===== src/rtl/layered_sprite_compositor.sv =====
// Layered sprite compositor: NUM_LAYERS sprites over a fixed background.
// Stage 1 hit-tests each layer against frame-shadowed attributes and issues
// sprite-ROM addresses, stage 2 priority-resolves the returned indices,
// stage 3 looks the winner up in a runtime-writable palette.
// Fixed 3-cycle latency, one pixel per clock, no stalls.

// Per-layer stage 1: hit test and sprite-ROM address generation.
module lsc_layer_stage1 #(
  parameter int SPR_W     = 20,
  parameter int SPR_H     = 20,
  parameter int ADDR_BITS = 9
) (
  input  logic                 clk,
  input  logic                 reset,
  input  logic [9:0]           draw_x,
  input  logic [9:0]           draw_y,
  input  logic [9:0]           sx,
  input  logic [9:0]           sy,
  input  logic                 en,
  input  logic                 flip,
  input  logic                 blink,
  input  logic                 blink_phase,
  output logic [ADDR_BITS-1:0] rom_addr,
  output logic                 hit
);
  logic [10:0]          dx, dy, lx;
  logic                 hit_c;
  logic [ADDR_BITS-1:0] addr_c;

  // 11-bit unsigned offsets; the >= compares keep negative offsets from hitting
  assign dx    = {1'b0, draw_x} - {1'b0, sx};
  assign dy    = {1'b0, draw_y} - {1'b0, sy};
  // a sprite whose left edge lies off-screen can never be visible
  assign hit_c = en & (sx < 10'd640) &
                 (draw_x >= sx) & (dx < 11'(SPR_W)) &
                 (draw_y >= sy) & (dy < 11'(SPR_H)) &
                 ~(blink & ~blink_phase);
  assign lx     = flip ? (11'(SPR_W - 1) - dx) : dx;
  assign addr_c = ADDR_BITS'(lx) + ADDR_BITS'(dy) * ADDR_BITS'(SPR_W);

  // register hit and address; the address idles at 0 when the layer misses
  always_ff @(posedge clk) begin
    if (reset) begin
      hit      <= 1'b0;
      rom_addr <= '0;
    end else begin
      hit      <= hit_c;
      rom_addr <= hit_c ? addr_c : '0;
    end
  end
endmodule

module layered_sprite_compositor #(
  parameter int          NUM_LAYERS   = 4,
  parameter int          SPR_W        = 20,
  parameter int          SPR_H        = 20,
  parameter int          IDX_BITS     = 4,
  parameter int          ADDR_BITS    = 9,
  parameter int          BLINK_FRAMES = 30,
  parameter logic [23:0] BG_COLOR     = 24'h0099ff,
  localparam int         LB           = (NUM_LAYERS > 1) ? $clog2(NUM_LAYERS) : 1
) (
  input  logic                            Clk,
  input  logic                            Reset,
  input  logic                            frame_start,
  input  logic                            pix_valid,
  input  logic [9:0]                      DrawX,
  input  logic [9:0]                      DrawY,
  input  logic [NUM_LAYERS*10-1:0]        spr_x,
  input  logic [NUM_LAYERS*10-1:0]        spr_y,
  input  logic [NUM_LAYERS-1:0]           spr_en,
  input  logic [NUM_LAYERS-1:0]           spr_flip,
  input  logic [NUM_LAYERS-1:0]           spr_blink,
  output logic [NUM_LAYERS*ADDR_BITS-1:0] rom_addr,
  input  logic [NUM_LAYERS*IDX_BITS-1:0]  rom_data,
  input  logic                            pal_we,
  input  logic [LB+IDX_BITS-1:0]          pal_addr,
  input  logic [23:0]                     pal_wdata,
  output logic [7:0]                      Red,
  output logic [7:0]                      Green,
  output logic [7:0]                      Blue,
  output logic                            pix_valid_out,
  output logic                            blink_phase
);
  localparam int STAGES = 3;
  localparam int CW     = (BLINK_FRAMES > 1) ? $clog2(BLINK_FRAMES) : 1;
  localparam int PAL_N  = 1 << (LB + IDX_BITS);

  typedef struct packed {
    logic                bg;
    logic [LB-1:0]       layer;
    logic [IDX_BITS-1:0] idx;
  } s2_t;

  logic [NUM_LAYERS-1:0][9:0]           sh_x, sh_y;
  logic [NUM_LAYERS-1:0]                sh_en, sh_flip, sh_blink;
  logic [CW-1:0]                        frame_cnt;
  logic [STAGES-1:0]                    vld_pipe;
  logic [NUM_LAYERS-1:0][ADDR_BITS-1:0] addr_q;
  logic [NUM_LAYERS-1:0]                hit1;
  logic [NUM_LAYERS-1:0][IDX_BITS-1:0]  idx_in;
  s2_t                                  s2_d, s2_q;
  logic [23:0]                          pal [PAL_N];
  logic [23:0]                          rgb_q;

  assign rom_addr      = addr_q;
  assign idx_in        = rom_data;
  assign pix_valid_out = vld_pipe[STAGES-1];
  assign Red           = rgb_q[23:16];
  assign Green         = rgb_q[15:8];
  assign Blue          = rgb_q[7:0];

  // attributes latch only at frame start so a frame never tears
  always_ff @(posedge Clk) begin
    if (Reset) begin
      sh_x     <= '0;
      sh_y     <= '0;
      sh_en    <= '0;
      sh_flip  <= '0;
      sh_blink <= '0;
    end else if (frame_start) begin
      sh_x     <= spr_x;
      sh_y     <= spr_y;
      sh_en    <= spr_en;
      sh_flip  <= spr_flip;
      sh_blink <= spr_blink;
    end
  end

  // frame counter; blink phase flips each time it wraps
  always_ff @(posedge Clk) begin
    if (Reset) begin
      frame_cnt   <= '0;
      blink_phase <= 1'b1;
    end else if (frame_start) begin
      if (frame_cnt == CW'(BLINK_FRAMES - 1)) begin
        frame_cnt   <= '0;
        blink_phase <= ~blink_phase;
      end else begin
        frame_cnt <= frame_cnt + CW'(1);
      end
    end
  end

  // pixel-valid travels alongside the data through all three stages
  always_ff @(posedge Clk) begin
    if (Reset) vld_pipe <= '0;
    else       vld_pipe <= {vld_pipe[STAGES-2:0], pix_valid};
  end

  genvar g;
  generate
    for (g = 0; g < NUM_LAYERS; g++) begin : g_layer
      lsc_layer_stage1 #(
        .SPR_W     (SPR_W),
        .SPR_H     (SPR_H),
        .ADDR_BITS (ADDR_BITS)
      ) u_s1 (
        .clk         (Clk),
        .reset       (Reset),
        .draw_x      (DrawX),
        .draw_y      (DrawY),
        .sx          (sh_x[g]),
        .sy          (sh_y[g]),
        .en          (sh_en[g]),
        .flip        (sh_flip[g]),
        .blink       (sh_blink[g]),
        .blink_phase (blink_phase),
        .rom_addr    (addr_q[g]),
        .hit         (hit1[g])
      );
    end
  endgenerate

  // priority encode: scanning high to low lets the lowest opaque layer win
  always_comb begin
    s2_d.bg    = 1'b1;
    s2_d.layer = '0;
    s2_d.idx   = '0;
    for (int i = NUM_LAYERS - 1; i >= 0; i--) begin
      if (hit1[i] && (idx_in[i] != '0)) begin
        s2_d.bg    = 1'b0;
        s2_d.layer = LB'(i);
        s2_d.idx   = idx_in[i];
      end
    end
  end

  // stage 2 register: winning {layer, index} or background
  always_ff @(posedge Clk) begin
    if (Reset) s2_q <= '0;
    else       s2_q <= s2_d;
  end

  // palette; a same-cycle read of the written entry still sees the old value
  always_ff @(posedge Clk) begin
    if (Reset) begin
      for (int i = 0; i < PAL_N; i++) pal[i] <= '0;
    end else if (pal_we) begin
      pal[pal_addr] <= pal_wdata;
    end
  end

  // stage 3: palette lookup, background fill, blank outside the visible area
  always_ff @(posedge Clk) begin
    if (Reset)             rgb_q <= '0;
    else if (!vld_pipe[1]) rgb_q <= '0;
    else if (s2_q.bg)      rgb_q <= BG_COLOR;
    else                   rgb_q <= pal[{s2_q.layer, s2_q.idx}];
  end
endmodule

===== config.mk =====
export PLATFORM = sky130hd
export DESIGN_NAME = layered_sprite_compositor
export DESIGN_NICKNAME = d
export VERILOG_FILES = /design/src/rtl/layered_sprite_compositor.sv
export SDC_FILE = /design/constraint.sdc
export NUM_CORES = 2
export LEC_CHECK = 0
export BUFFER_PORTS_ARGS = -buffer_cell sky130_fd_sc_hd__buf_2
export CELL_PAD_IN_SITES_DETAIL_PLACEMENT = 1
export CELL_PAD_IN_SITES_GLOBAL_PLACEMENT = 1
export CORE_ASPECT_RATIO = 1.4
export CORE_MARGIN = 2
export CORE_UTILIZATION = 53
export CTS_CLUSTER_DIAMETER = 150
export DETAILED_ROUTE_END_ITERATION = 16
export GPL_TIMING_DRIVEN = 0
export HOLD_SLACK_MARGIN = 0.12
export PLACE_DENSITY = 0.91
export SLEW_MARGIN = 20
export SYNTH_ARGS = -nofsm -noshare
export SYNTH_HDL_FRONTEND = slang
export SYNTH_HIERARCHICAL = 1
export SYNTH_SLANG_ARGS = --single-unit

===== constraint.sdc =====
create_clock -name Clk -period 6.9 [get_ports Clk]
set_clock_uncertainty 0.15 [all_clocks]
set_input_delay 1.725 -clock Clk [delete_from_list [all_inputs] [get_ports Clk]]
set_output_delay 1.725 -clock Clk [all_outputs]
set_load 0.03 [all_outputs]

# == After elaboration in Yosys (flattened, before gate mapping) ==
# Memories as Yosys holds them, arrays and structs flattened.
# Cells that the tools add are included.
# totals
wordCells,146
latch_bits,0
mem_bits_ro,0
input_bits,163
output_inout_bits,62
ram_bits,1536
ff_bits,172
memories,1
# op_classes
div,0
eq_ne,1
magnitude_cmp,20
n_shift,0
add_sub_neg,17
multipliers,4
bitwise_logic,38
n_reduce_logical,19
mux,18
# mem_list
name,words,width,read_ports,rd_ports_with_merged_regs,wr,line,text
pal,64,24,1,0,64,103,logic [23:0] pal [PAL_N];
# ops
operator,count
"< comparator 11 x 5 -> 1 bit, second input constant",8
subtractor 10 x 10 -> 11 bit,8
greater-or-equal comparator 10 bit,8
"< comparator 10 bit, second input constant",4
adder 9 bit,4
"multiplier 9 x 3 -> 7 bit, second input constant",4
two-way mux 9 bit,4
"subtractor 5 x 9 -> 9 bit, first input constant",4
bitwise AND 1 bit,28
two-way mux 24 bit,1
OR reduction 24 bit,1
two-way mux 16 bit,1
nonzero test 4 bit,4
two-way mux 6 bit,2
OR reduction 2 bit,6
two-way mux 5 bit,2
inverter 1 bit,10
two-way mux 7 bit,1
two-way mux 1 bit,6
OR reduction 3 bit,2
"adder 5 x 1 -> 5 bit, second input constant",1
"== test 5 bit, second input constant",1
logical AND 1 bit,4
two-way mux 4 bit,1
2 further kinds,2

# == Depth between registers and ports, before layout ==
# depth
depth_word,9
ltp_mapped,18
ltp_nobuf,18

# == By module ==
# The synthesis kept the hierarchy.
# modules_own_cells
module,area_each_um2,seq_area_each_um2,n_inst,cells_per_inst
layered_sprite_compositor,74371.3,48766.8,1,4770
lsc_layer_stage1 (g_layer[0].u_s1 ...),1944.4,200.2,3,243
lsc_layer_stage1 (g_layer[3].u_s1),1878.1,200.2,1,228

# == Worst setup path after synthesis ==
# OpenSTA, ideal clock, no wires.
# synth_timing
path_kind,input -> register
startpoint,input DrawY[0]
endpoint,register g_layer[0].u_s1.rom_addr[8]
setup_ps,81
path_buffers,0
path_slack_ps,1447
arrival_time_ps,5222
required_time_ps,6669
cell_stages,17
cell_sequence,inv_1 ha_1 inv_1 fa_1 a211oi_1 o21ba_2 nor2_1 ha_1 fa_1 ha_1 o21a_1 o31a_1 o21a_1 a211o_1 a211o_1 a21o_1 a211oi_2
# synth_via
elab_chain_cells,6
elab_cells_between_ends,10
classes_between,2 x add/sub; 1 x mul; 2 x order compare; 4 x bitwise; 1 x reduce/logical
# synth_rtl
item,line,text
from (decl),68,"input logic [9:0] DrawY,"
branches (longest 6 deep; another with subtractor 10 x 10 -> 11 bit),--,
to (signal assigned),48,rom_addr <= hit_c ? addr_c : '0;
to (decl),23,"output logic [ADDR_BITS-1:0] rom_addr,"
# Parallel ways; which one is timed is not known.
# A chain may end at the register's enable or synchronous reset.

# == Final worst setup path ==
# layout_timing
startpoint,input DrawX[1]
endpoint,register g_layer[2].u_s1.rom_addr[8]
# layout_via
elab_chain_cells,8
elab_cells_between_ends,13
classes_between,3 x add/sub; 2 x order compare; 1 x mux; 6 x bitwise; 1 x reduce/logical
# layout_rtl
item,line,text
from (decl),67,"input logic [9:0] DrawX,"
branches (longest 8 deep; another with subtractor 10 x 10 -> 11 bit),--,
to (signal assigned),48,
to (decl),23,
# Parallel ways; which one is timed is not known.

==> results_dict.tcl <==
set metrics [dict create \
    outcome "finished, final reports clean" \
    synth-xor-area-share 0.00934 \
    synth_warnings 6 \
    ant_nets 0 \
    ir_drop_mv 0.232 \
    wl_mm 320 \
    grt-ovfl-total 0 \
    path_common_cell "ha_1" \
    finalNonFillerCells 8314 \
    synth_mux_area_frac 0.137 \
    gp_congestion 1.06 \
    met1_usage 0.438 \
    fin_area_mm2 0.0911 \
    grt.total_usage 0.407 \
    clk_path_buf_depth 3 \
    syn_area_mm2 0.0821 \
    core.rowCount 170 \
    final_cell_mix "1,545 x and2_1, 1,536 x edfxtp_1, 412 x mux4_2, 356 x clkbuf_1, 246 x buf_2" \
    ctsResizeCount 0 \
    avgRoutedWirePerCell_um 38.5 \
    dr_total_vias 56000 \
    start_util 0.534 \
    cts_tree "built" \
    dpl.cell_count 7986 \
    slew_viol_final 0 \
    final.setup.tns_ns 0 \
    hp-start "vld_pipe[0]" \
    p_leak_nw 32.2 \
    cp-start-kind "input pin" \
    synth_top_family_by_area "simple AND/OR/NAND/NOR gates" \
    timing.final.ws_setup_ns 1.58 \
    startpoint "DrawX[1]" \
    dieArea_mm2 0.158 \
    crit_path_max_incr_delay_ns 0.36 \
    root_buffer "clkbuf_16" \
    synth_compound_area_frac 0.0368 \
    clk_pin_slew_ns 0.06 \
    arrival_ns 5.90 \
    fin_crit_ns 5.32 \
    grt_setup_unrepaired "false" \
    setup_viol 0 \
    cts_hold_buf 0 \
    cts_max_level 4 \
    numCtsBuffers 161 \
    crit_slowest_cell "buf_2" \
    grt_use_met2 0.628 \
    yosysUniqueCellTypes 91 \
    met3_usage 0.124 \
    cts_sinks 1708 \
    grt_pass1_vias 58100 \
    worstReg2RegStart "s2_q[1]" \
    synth_seq_cells 1708 \
    clock.fmax_ghz 0.188 \
    post-place-ws_ns 0.814 \
    crit_fanout 8 \
    yosys.area_share.simple 0.157 \
    synth_fa_ha_area_frac 0.0249 \
    die_h_um 470 \
    syn_to_final_growth_pct 11.0 \
    min_period_over_period 0.771 \
    synth-seq-area-share 0.604 \
    cap_violations 0 \
    synth_ff_type "edfxtp_1" \
    synthCells 5727 \
    ios 225 \
    power_mw 23.9 \
    hold_viol 0 \
    final_common_cell "and2_1" \
    critPathCaptureType "flop" \
    postCtsSetupRepairBufs 0 \
    syn_nets 6044 \
    hpwl_mm 226 \
    crit_type "input pin to flop" \
    crit_chain "buf_2 -> ha_1 -> nor2b_1 -> o221a_1 -> a21oi_1 -> inv_1 -> ha_1 -> nor2b_1 -> o21ai_0 -> xnor2_1 -> ha_1 -> o21a_1 -> o31a_1 -> o21a_1 -> a211o_1 -> a211o_1 -> a21o_1 -> a211oi_2" \
    worst_ep_required_time_ns 7.47 \
    worst_pin_slew_ns 1.39 \
    synth_area_per_cell_um2 14.3 \
    powerDensity_mw_per_mm2 262 \
    synth_edf_count 1536 \
    vias_per_cell 6.74 \
    core-area_mm2 0.154 \
    dpl_cell_area_mm2 0.0857 \
    die_w_um 337 \
    async_reset_ff_frac 0 \
    slew_headroom 0.0755 \
    drive_gt1_frac 0.174 \
    gr-max-usage-layer "met2" \
    hold_path_class "flop to flop" \
    clkLatencyLatePin_ns 0.86 \
    grt_pass1_wl_mm 444 \
    port_buffers 195 \
    antenna_found_initial 38 \
    drt_iter0_drc 7592 \
    grt_start_max_net_pins 25 \
    drc 0 \
    drt_pass1_iterations 8 \
    nNetsFinal 6405 \
]
state kept, by name, indices dropped and copies added, names as in the netlist:
register               cells
pal                     1536
sh_x                      40
sh_y                      40
g_layer.u_s1/rom_addr     36
rgb_q                     24
s2_q                       7
frame_cnt                  5
g_layer.u_s1/hit           4
sh_blink                   4
sh_en                      4
sh_flip                    4
vld_pipe                   3
blink_phase                1
logic make-up after synthesis:
logic type               count (synthesis)
AND/OR/NAND/NOR                       2166
flip-flops                            1708
adder cells (fa/ha/maj)                154
AO/OA/AOI/OAI                          425
XOR/XNOR                                86
multiplexers                           591
buffers and inverters                  597
synthesized netlist by cell type, drive strengths merged, types with 9 or more instances:
library cell / n / area [um2]
edfxtp: 1536 / 46100
nand4b: 9 / 78.8
mux2i: 149 / 1490
a211o: 21 / 184
fa: 16 / 320
and2: 1548 / 9690
mux4: 422 / 9540
nor3: 47 / 235
ha: 138 / 1730
o21ai: 65 / 325
clkbuf: 348 / 1310
dfxtp: 172 / 3440
nand4: 15 / 139
or2: 76 / 475
or3: 10 / 62.6
nor2b: 41 / 257
a21oi: 78 / 390
xor2: 42 / 368
nand3: 35 / 175
o21a: 28 / 214
nor4: 14 / 151
a21o: 30 / 226
buf: 120 / 726
nor3b: 15 / 113
a22oi: 36 / 270
a211oi: 24 / 195
nand2b: 18 / 113
nand2: 64 / 240
and3: 12 / 75.1
nor2: 240 / 901
xnor2: 43 / 377
mux2: 20 / 225
o22ai: 18 / 113
o211ai: 30 / 225
a22o: 10 / 87.6
or4: 10 / 75.1
inv: 128 / 480
layout make-up:
class                      count  area, um2
multi-input combinational   3422      30000
timing repair buffer         198       1010
inverter                     128        480
buffer                       469       2100
clock inverter                86        926
sequential                  1708      49600
antenna                       38       95.1
tap                         2064       2580
clock buffer                 201       4390
fill                       14500      62400
per-stage QoR:
step | util | hold slack [ns]
CTS | 0.593 | 0.328
global placement | 0.558 | 0.277
finish | 0.594 | 0.333
floorplan | - | 0.264
global route | 0.593 | 0.345
detailed placement | 0.558 | 0.315
final timing paths:
path | end | slack, ns | depth (start not counted)
max reg2reg | rgb_q[12] | 1.84 | 10
max | g_layer[2].u_s1/rom_addr[8] | 1.58 | 18
min reg2reg | vld_pipe[1] | 0.33 | 1
min | vld_pipe[1] | 0.33 | 1
where the power goes:
| group | switching [mW] | total (mW) | internal (mW) |
|---|---|---|---|
| registers | 0.217 | 12.0 | 11.8 |
| logic | 1.70 | 2.62 | 0.918 |
| clock network | 4.25 | 9.29 | 5.04 |
worst max-delay path: cells and delay by family:
family | cells | cell delay [ns]
AOI/OAI and AO/OA | 10 | 2.18
adders and majority gates | 3 | 0.83
xor gates and xnor gates | 1 | 0.31
and+or+nand+nor | 2 | 0.36
buffers and inverters | 2 | 0.46
layer usage:
| layer | share of wire | vias to the layer above | wire, um |
|---|---|---|---|
| met4 | 0.12 | 22 | 38800 |
| met1 | 0.31 | 28400 | 98100 |
| met3 | 0.11 | 1373 | 35700 |
| met5 | 0.00085 | - | 271 |
| met2 | 0.46 | 4542 | 147000 |
| li1 | - | 21700 | - |
No activity file was read; power rests on OpenSTA's default activity.
